**config.mk**
```make
export PLATFORM = sky130hd
export DESIGN_NAME = mem_bus
export DESIGN_NICKNAME = d
export VERILOG_FILES = /design/src/rtl/mem_bus_pkg.sv /design/src/rtl/mem_bus_hram.sv /design/src/rtl/mem_bus.sv
export SDC_FILE = /design/constraint.sdc
export NUM_CORES = 1
export LEC_CHECK = 0
export ABC_AREA = 1
export BUFFER_PORTS_ARGS = -buffer_cell sky130_fd_sc_hd__buf_2
export CORE_ASPECT_RATIO = 0.9
export CORE_MARGIN = 2
export CORE_UTILIZATION = 52
export DETAILED_ROUTE_END_ITERATION = 10
export PLACE_DENSITY = 0.68
export SYNTH_ARGS = -nofsm -noshare
export SYNTH_HDL_FRONTEND = slang
export SYNTH_SLANG_ARGS = --single-unit
```
**constraint.sdc**
```tcl
create_clock -name clk -period 1.95 [get_ports clk]
set_input_delay 0.195 -clock clk [delete_from_list [all_inputs] [get_ports clk]]
set_output_delay 0.195 -clock clk [all_outputs]
set_load 0.03 [all_outputs]
```
**src/rtl/mem_bus_pkg.sv**
```systemverilog
// gb_mem_pkg: shared constants, state/region enums and address helpers for the
// mem_bus memory-map decoder and its OAM DMA engine.
package gb_mem_pkg;

  localparam logic [15:0] EXT_LIMIT      = 16'hDFFF;
  localparam logic [15:0] ECHO_BASE      = 16'hE000;
  localparam logic [15:0] ECHO_LIMIT     = 16'hFDFF;
  localparam logic [15:0] OAM_BASE       = 16'hFE00;
  localparam logic [15:0] OAM_LIMIT      = 16'hFE9F;
  localparam logic [15:0] UNUSABLE_BASE  = 16'hFEA0;
  localparam logic [15:0] UNUSABLE_LIMIT = 16'hFEFF;
  localparam logic [15:0] HRAM_BASE      = 16'hFF80;
  localparam logic [15:0] HRAM_LIMIT     = 16'hFFFE;
  localparam logic [15:0] DMA_REG_ADDR   = 16'hFF46;
  localparam logic [15:0] ECHO_OFFSET    = 16'h2000;

  localparam int         DMA_LEN      = 160;
  localparam int         HRAM_SIZE    = 127;
  localparam logic [7:0] DMA_LAST_IDX = 8'(DMA_LEN - 1);
  // DMA source pages at or above this one have nothing behind them; they copy 0xFF.
  localparam logic [7:0] DMA_NO_SRC   = 8'hFE;

  typedef enum logic [1:0] {
    IDLE,
    DMA_READ,
    DMA_WRITE
  } dma_state_e;

  typedef enum logic [2:0] {
    REG_EXT,
    REG_ECHO,
    REG_OAM,
    REG_UNUSABLE,
    REG_DMA,
    REG_HRAM
  } region_e;

  function automatic region_e decode_region(input logic [15:0] addr);
    region_e r;
    r = REG_EXT;
    if (addr <= EXT_LIMIT)                                r = REG_EXT;
    else if (addr >= ECHO_BASE && addr <= ECHO_LIMIT)     r = REG_ECHO;
    else if (addr >= OAM_BASE && addr <= OAM_LIMIT)       r = REG_OAM;
    else if (addr >= UNUSABLE_BASE && addr <= UNUSABLE_LIMIT) r = REG_UNUSABLE;
    else if (addr == DMA_REG_ADDR)                        r = REG_DMA;
    else if (addr >= HRAM_BASE && addr <= HRAM_LIMIT)     r = REG_HRAM;
    return r;
  endfunction

  // Echo RAM mirrors 0xC000-0xDDFF; the external bus only ever sees the mirror target.
  function automatic logic [15:0] echo_remap(input logic [15:0] addr);
    logic [15:0] a;
    a = addr;
    if (addr >= ECHO_BASE && addr <= ECHO_LIMIT) a = addr - ECHO_OFFSET;
    return a;
  endfunction

endpackage

```
**src/rtl/mem_bus_hram.sv**
```systemverilog
// hram: 127x8 high RAM. Synchronous write, asynchronous read, no reset.
// Ports: clk, we (write enable), addr (0..126), wdata, rdata (combinational).
module hram
  import gb_mem_pkg::*;
(
  input  logic       clk,
  input  logic       we,
  input  logic [6:0] addr,
  input  logic [7:0] wdata,
  output logic [7:0] rdata
);

  logic [7:0] mem [HRAM_SIZE];

  always_ff @(posedge clk) begin
    if (we) mem[addr] <= wdata;
  end

  // Index 127 is not backed by storage; the decoder never selects it for HRAM.
  assign rdata = (int'(addr) < HRAM_SIZE) ? mem[addr] : 8'hFF;

endmodule

```
**src/rtl/mem_bus.sv**
```systemverilog
// mem_bus: CPU memory-map decoder plus 160-byte OAM DMA engine.
// Ports:
//   clk, reset (async, active-low)
//   cpu_addr/cpu_data_write/cpu_do_write in, cpu_data_read out (combinational)
//   ext_addr/ext_data_write/ext_do_write out, ext_data_read in (external bus)
//   oam_addr/oam_data_write/oam_do_write out, oam_data_read in (OAM port)
//   dma_active out (registered), dbg_state out (current DMA FSM state)
// The CPU port has no handshake: the CPU holds the address for the whole access,
// read data is valid combinationally and one write lands per rising edge while
// cpu_do_write is high.
module mem_bus
  import gb_mem_pkg::*;
(
  input  logic        clk,
  input  logic        reset,
  input  logic [15:0] cpu_addr,
  input  logic [7:0]  cpu_data_write,
  input  logic        cpu_do_write,
  output logic [7:0]  cpu_data_read,
  output logic [15:0] ext_addr,
  output logic [7:0]  ext_data_write,
  output logic        ext_do_write,
  input  logic [7:0]  ext_data_read,
  output logic [7:0]  oam_addr,
  output logic [7:0]  oam_data_write,
  output logic        oam_do_write,
  input  logic [7:0]  oam_data_read,
  output logic        dma_active,
  output logic [1:0]  dbg_state
);

  dma_state_e state;
  logic [7:0] dma_src;   // also the readable FF46 register
  logic [7:0] dma_idx;
  logic [7:0] dma_byte;

  region_e    region;
  logic       cpu_we;
  logic       dma_reg_we;
  logic       hram_we;
  logic [7:0] hram_rdata;

  assign region     = decode_region(cpu_addr);
  // Gating with reset keeps every write strobe low while the block is held in reset.
  assign cpu_we     = cpu_do_write & reset;
  assign dma_reg_we = cpu_we && (region == REG_DMA);
  assign hram_we    = cpu_we && (region == REG_HRAM);
  assign dbg_state  = state;

  hram u_hram (
    .clk   (clk),
    .we    (hram_we),
    .addr  (7'(cpu_addr - HRAM_BASE)),
    .wdata (cpu_data_write),
    .rdata (hram_rdata)
  );

  // FF46 writes win over everything, so a write mid-copy restarts at index 0.
  always_ff @(posedge clk or negedge reset) begin
    if (!reset) begin
      state      <= IDLE;
      dma_src    <= 8'h00;
      dma_idx    <= 8'h00;
      dma_byte   <= 8'h00;
      dma_active <= 1'b0;
    end else if (dma_reg_we) begin
      state      <= DMA_READ;
      dma_src    <= cpu_data_write;
      dma_idx    <= 8'h00;
      dma_active <= 1'b1;
    end else begin
      case (state)
        DMA_READ: begin
          dma_byte <= (dma_src >= DMA_NO_SRC) ? 8'hFF : ext_data_read;
          state    <= DMA_WRITE;
        end
        DMA_WRITE: begin
          if (dma_idx == DMA_LAST_IDX) begin
            state      <= IDLE;
            dma_active <= 1'b0;
          end else begin
            dma_idx <= dma_idx + 8'd1;
            state   <= DMA_READ;
          end
        end
        default: state <= IDLE;
      endcase
    end
  end

  always_comb begin
    ext_addr       = echo_remap(cpu_addr);
    ext_data_write = cpu_data_write;
    ext_do_write   = 1'b0;
    oam_addr       = cpu_addr[7:0];
    oam_data_write = cpu_data_write;
    oam_do_write   = 1'b0;
    if (dma_active) begin
      // DMA owns both ports; CPU writes outside HRAM/FF46 are dropped.
      ext_addr       = echo_remap({dma_src, dma_idx});
      oam_addr       = dma_idx;
      oam_data_write = dma_byte;
      oam_do_write   = (state == DMA_WRITE);
    end else begin
      ext_do_write = cpu_we && (region == REG_EXT || region == REG_ECHO);
      oam_do_write = cpu_we && (region == REG_OAM);
    end
  end

  always_comb begin
    cpu_data_read = 8'hFF;
    case (region)
      REG_HRAM:     cpu_data_read = hram_rdata;
      REG_DMA:      cpu_data_read = dma_src;
      REG_UNUSABLE: cpu_data_read = 8'hFF;
      REG_OAM:      cpu_data_read = dma_active ? 8'hFF : oam_data_read;
      default:      cpu_data_read = dma_active ? 8'hFF : ext_data_read;
    endcase
  end

endmodule
```
Word level (Yosys, flattened, before mapping)
Memory sizes are Yosys's and may differ from the RTL's. Cells that the tools add are included.

Flip-flop bits (word level): 27. Latch bits: 0. Memory bits (writable): 1016. Memory bits (read-only): 0. Input bits: 43. Output and inout port bits: 53. Word-level logic and storage cells: 80. Memories: 1.

Memories: u_hram.mem (depth 127, bits a word 8, rd ports 1, clocked after memory_dff 0, wr ports 1, RTL line mem_bus_hram.sv:13) `logic [7:0] mem [HRAM_SIZE];`.

Add/sub/neg operators: 4. $mul: 0. Divide/modulo/power cells: 0. Magnitude comparators: 13. Equality and inequality tests: 10. Shift-type cells: 0. Mux-type cells: 29. Bitwise operators: 2. Reductions and logical operators: 16.

Operator list (number): <= comparator 16 bit (second input constant) (6); greater-or-equal comparator 16 bit (second input constant) (5); two-way mux 8 bit (9); two-way mux 16 bit (3); case mux 8 bit (4 select lines) (1); subtractor 16 x 14 -> 16 bit (second input constant) (2); two-way mux 3 bit (6); == test 16 bit (second input constant) (1); logical AND 1 bit (9); adder 8 x 1 -> 8 bit (second input constant) (1); == test 8 bit (second input constant) (1); greater-or-equal comparator 8 bit (second input constant) (1); two-way mux 1 bit (8); < comparator 7 bit (second input constant) (1); subtractor 7 x 1 -> 7 bit (second input constant) (1); == test 3 x 2 -> 1 bit (second input constant) (2); == test 3 bit (second input constant) (2); AND reduction 2 bit (3); case mux 2 bit (2 select lines) (1); nonzero test 2 bit (2); == test 3 x 1 -> 1 bit (second input constant) (1); logical NOT 3 bit (1); == test 2 x 1 -> 1 bit (second input constant) (1); == test 2 bit (second input constant) (1); 5 further kinds (5).

Logic depth before layout (Yosys ltp)
Depth in word-level cells: 12. Gate-level depth with buffers: 17.

By module
A second synthesis with hierarchy kept.

Cell total of the unflattened synthesis: 4559. Area total of the unflattened synthesis: 45915.3 sq um.

By module, submodules not included: hram (instances 1, cells an instance 4160, area each 43416.6 sq um, seq. area each 30509.3 sq um); mem_bus (instances 1, cells an instance 399, area each 2498.6 sq um, seq. area each 675.6 sq um).

Worst setup path before layout
No wires, ideal clock.

Path kind: input to register. Start point: input port cpu_addr[4]. End point: memory u_hram.mem[102][0], enable pin. Arrival: 2021 ps. Required time: 1580 ps. Path slack: -442 ps. Cell stages on the path: 11. Path buffers: 2. Cell sequence: nor2_2 clkbuf_8 inv_1 nor2_1 nand4_1 nand2_2 nand4_4 nor2_8 nand2_4 buf_6 nor2_1.

Word-level cells in the longest chain between the ends: 12. Elaborated cells between the ends (all ways): 25.

Ends and longest elaborated chain: start: declaration (RTL line mem_bus.sv:16) `input logic [15:0] cpu_addr,`; greater-or-equal comparator 16 bit / <= comparator 16 bit (equally long branches) (RTL line mem_bus_pkg.sv:46) `else if (addr >= HRAM_BASE && addr <= HRAM_LIMIT) r = REG_HRAM;`; logical AND 1 bit (RTL line mem_bus_pkg.sv:46); two-way mux 3 bit (RTL line mem_bus_pkg.sv:46); two-way mux 3 bit (RTL line mem_bus_pkg.sv:45) `else if (addr == DMA_REG_ADDR) r = REG_DMA;`; two-way mux 3 bit (RTL line mem_bus_pkg.sv:44) `else if (addr >= UNUSABLE_BASE && addr <= UNUSABLE_LIMIT) r = REG_UNUSABLE;`; two-way mux 3 bit (RTL line mem_bus_pkg.sv:43) `else if (addr >= OAM_BASE && addr <= OAM_LIMIT) r = REG_OAM;`; two-way mux 3 bit (RTL line mem_bus_pkg.sv:42) `else if (addr >= ECHO_BASE && addr <= ECHO_LIMIT) r = REG_ECHO;`; two-way mux 3 bit (RTL line mem_bus_pkg.sv:41) `if (addr <= EXT_LIMIT) r = REG_EXT;`; == test 3 bit (RTL line mem_bus.sv:47) `assign hram_we = cpu_we && (region == REG_HRAM);`; logical AND 1 bit (RTL line mem_bus.sv:47); two-way mux 1 bit (RTL line mem_bus_hram.sv:16) `if (we) mem[addr] <= wdata;`; two-way mux 1 bit (not written as such) (RTL line mem_bus_hram.sv:16); end: declaration (RTL line mem_bus_hram.sv:13).

Parallel ways exist; a longest one is shown, timed or not.

Worst setup path in the final report
Start point: memory u_hram.mem[97][7]. End point: output port cpu_data_read[7].

Word-level cells in the longest chain between the ends: 3.

Ends and longest elaborated chain: memory (127 x 8 bit); two-way mux 8 bit (RTL line mem_bus_hram.sv:20) `assign rdata = (int'(addr) < HRAM_SIZE) ? mem[addr] : 8'hFF;`; case mux 8 bit (4 select lines) (RTL line mem_bus.sv:112) `case (region)`; end: declaration (RTL line mem_bus.sv:19) `output logic [7:0] cpu_data_read,`.

Every way passes these cells.

==> out/results.txt <==
Placement Rows = 102
reg2reg start = dma_idx[1]$_DFFE_PN0P_
H-Tree Level Count = 3
Setup crit end kind = primary output
slew margin rel. = 56.5%
max frequency = 0.365 GHz
Syn Nets = 4571
PwrDens = 870 nW/um2
final non-filler cell total = 6274
core region area = 85900 um2
Pre-Repair DR Iteration Count = 5
Post-synth EDFFs = 1016
Peak VDD IR = 742 uV
Setup CP Type = reg -> out
fin area = 57800 um2
Slew @ Worst Pin = 0.651 ns
critical path arrival = 2.54 ns
Final Wtd Congestion = 0.948
failing checks = negative setup slack
Hold Path Depth = 1
Synth cell types = 39
Final Cycle Share = 140%
Starting Density = 52.4%
grt total ovfl = 0
Chip Width = 314 um
Comb pwr share = 8.8%
Yosys reg bits = 1043
required time worst endpoint = 1.75 ns
area delta synth->final = 28.4%
Ys Warns = 0
Setup Skew = 0.00606 ns
I/O pins = 96
Post-Place Cells = 6028
die area = 89000 um2
clk_lat worst skew = 0.69 ns
vias in the first global route = 32813
type of origin of the critical path = flip-flop
clock network fraction of total power = 42.2%
global-route wire length before repair = 201000 um
CTS tree = built
commonest non-fill, non-tap cell in the layout = nand2_1
post-route setup slack = -0.787 ns
worst hold start = cpu_data_write[5]
slowest stage delay, CP = 0.38 ns
CTS buffer count = 104
Synth Instances = 4522
Top delay family on crit path = simple AND/OR/NAND/NOR gates
final core utilization = 67.3%
path depth of the worst reg2reg path = 11
Top FF cell, synth = edfxtp_1
share of cells above drive strength 1 = 24.0%
Overall Global Routing Usage = 30.1%
final setup fails = 637
Mean Syn Cell Area = 9.96 um2
hold slack final = 0.0425 ns
drt drc = 0
sequential power share = 49.0%
Buf+Inv Stages, Crit Path = 1
Seq/Total Area, Yosys = 69.2%
Slew Limit Fails = 0
initial antenna violation count = 2
Hold WC Path Type = in -> reg
most frequent cells in the layout = 2449 x nand2_1, 1016 x edfxtp_1, 364 x buf_4
placed instance area = 51700 um2
R2R Setup Slk = -0.09 ns
Worst Hold Endpoint = u_hram.mem[63][5]$_DFFE_PP_
fin nets = 5094
Final HPWL DP = 86100 um
Via Count = 34404
CTS max path bufs = 3
Leak = 0.0240 uW
async set-or-reset flop fraction in the synthesized netlist = 2.59%
Internal = 38600 uW
mapped cell area = 45000 um2
Buffers on Ports = 95
switching part of the total = 23.3%
Final min period = 2.74 ns
CP max stage cell = edfxtp_1
Iteration-0 DRC Markers = 4466
switching power = 11700 uW
Reg2Reg Capture Point = dma_idx[6]$_DFFE_PN0P_
clk sinks = 1043
Die Y = 283 um
RSZ-0062 raised after global routing = true
worst path cell trace = nand2_1, a21oi_1, o21ai_2, nand2_1, nand2_2, nand2_1, nor2_1, nand2_2, nor2_4, nand2_2, nand2_1, nand4_1, buf_6
worst-path fanout max = 1
Root Buffer = clkbuf_16
Antenna Nets Post-Route = 0
DR WL/cell = 21.6 um
Layout fillers = 6263
clock slew at reported path FFs = 0.06 ns
Fin. Hold Viols = 0
Max Cap Violations = 0
largest net degree at the start of global routing = 82
Avg Vias per Cell = 5.48
Top cell by count, worst path = nand2_1
status = finished, violations left
routed wire length = 135000 um
[logic make-up (layout without fill, tap and decap cells)]
| family | count (synthesis) | in the layout | share of synthesized area [%] |
|---|---|---|---|
| buffers and inverters | 308 | 915 | 2.96 |
| adders and majority gates | 6 | 6 | 0.167 |
| DFF | 1043 | 1043 | 69.2 |
| other | 0 | 1 | 0 |
| and+or+nand+nor | 2951 | 2951 | 25.2 |
| AOI/OAI and AO/OA | 207 | 207 | 2.35 |
| xor gates and xnor gates | 7 | 7 | 0.136 |
[layer usage]
layer / GRT usage (%) / wire length [um] / vias to the layer above
met4: 9.51 / 4340 / 0
li1: - / - / 15833
met1: 42.6 / 54100 / 16356
met5: 0 / 0 / -
met3: 5.62 / 14300 / 275
met2: 47.3 / 62500 / 1940
[power groups by stage]
stage	combinational, uW	sequential, uW	clock (uW)
4_1_cts	4200	24600	21400
3_5_place_dp	3710	25100	0
2_1_floorplan	1790	25100	0
5_1_grt	4720	24600	22300
6_report	4430	24600	21200
3_3_place_gp	3680	25100	0
[synth_stat cells, types with 2 or more instances]
master / instances / area (um2)
inv_1: 70 / 263
a22oi_1: 2 / 15.0
buf_1: 39 / 146
o21bai_1: 3 / 22.5
nor2_4: 2 / 22.5
xor2_1: 6 / 52.6
edfxtp_1: 1016 / 30500
buf_6: 8 / 90.1
nor2_2: 7 / 43.8
ha_1: 6 / 75.1
clkbuf_1: 136 / 510
nand2_4: 8 / 90.1
nand2_2: 2 / 12.5
o21ai_0: 100 / 500
nand3_1: 38 / 190
buf_2: 31 / 155
buf_4: 18 / 135
a21oi_1: 96 / 480
nand3b_1: 2 / 15.0
nand3_2: 2 / 20.0
inv_2: 4 / 15.0
nor2_1: 240 / 901
nand4_1: 17 / 106
nor3_1: 4 / 20.0
dfrtp_1: 27 / 676
nand2_1: 2625 / 9850
[how the worst max path moves through the flow]
stage                                startpoint               end  slack (ns)  cells after the start
detailed placement                  cpu_addr[2]  cpu_data_read[7]       -0.99                     17
floorplan                           cpu_addr[0]  cpu_data_read[4]       -0.26                     16
global route        u_hram.mem[31][7]$_DFFE_PP_  cpu_data_read[7]       -0.90                     15
global placement                    cpu_addr[0]  cpu_data_read[0]       -1.02                     18
finish              u_hram.mem[97][7]$_DFFE_PP_  cpu_data_read[7]       -0.79                     13
CTS                 u_hram.mem[98][7]$_DFFE_PP_  cpu_data_read[7]       -0.82                     13
[worst reg2reg max path: stages, from the launching register on]
cell     delay, ns
dfrtp_1       0.37
buf_4         0.15
ha_2          0.20
nand3_1       0.10
nor2_1        0.19
nand3_1       0.15
nand3_2       0.12
inv_2         0.06
buf_4         0.13
nand3_1       0.08
xor2_1        0.22
nor2_1        0.13
[state kept, by name, indices dropped and copies added, names as in the netlist]
signal / cells
dbg_state: 2
u_hram.mem: 1016
dma_active: 1
dma_src: 8
dma_byte: 8
dma_idx: 8
[cell type report]
type	instances	area (um2)	share of cell area, %
Tap cell	1144	1430	2.48
Timing Repair Buffer	650	7000	12.1
Clock buffer	118	2740	4.74
Multi-Input combinational cell	3171	14300	24.6
Clock inverter	72	898	1.55
Antenna cell	1	2.50	0.00433
Sequential cell	1043	31200	53.9
Inverter	75	318	0.550
[repair_timing]
action / in CTS / in global routing
cloned: 7 / 0
hold endpoints to repair: 114 / 0
pin swaps: 117 / 131
setup endpoints to repair: 744 / 1060
hold buffers: 16 / 0
gates resized for setup: 384 / 217
setup buffers: 31 / 11
[stage by stage]
step / TNS [ns] / setup WS (ns) / total power (uW)
after global placement: -761.07 / -1.02 / 28800
after detailed placement: -749.76 / -0.995 / 28800
after floorplan: -220.82 / -0.262 / 26900
final: -23.23 / -0.787 / 50300
after CTS: -10.52 / -0.816 / 50200
after global routing: -51.78 / -0.897 / 51600
No activity file was read; power rests on OpenSTA's default activity.
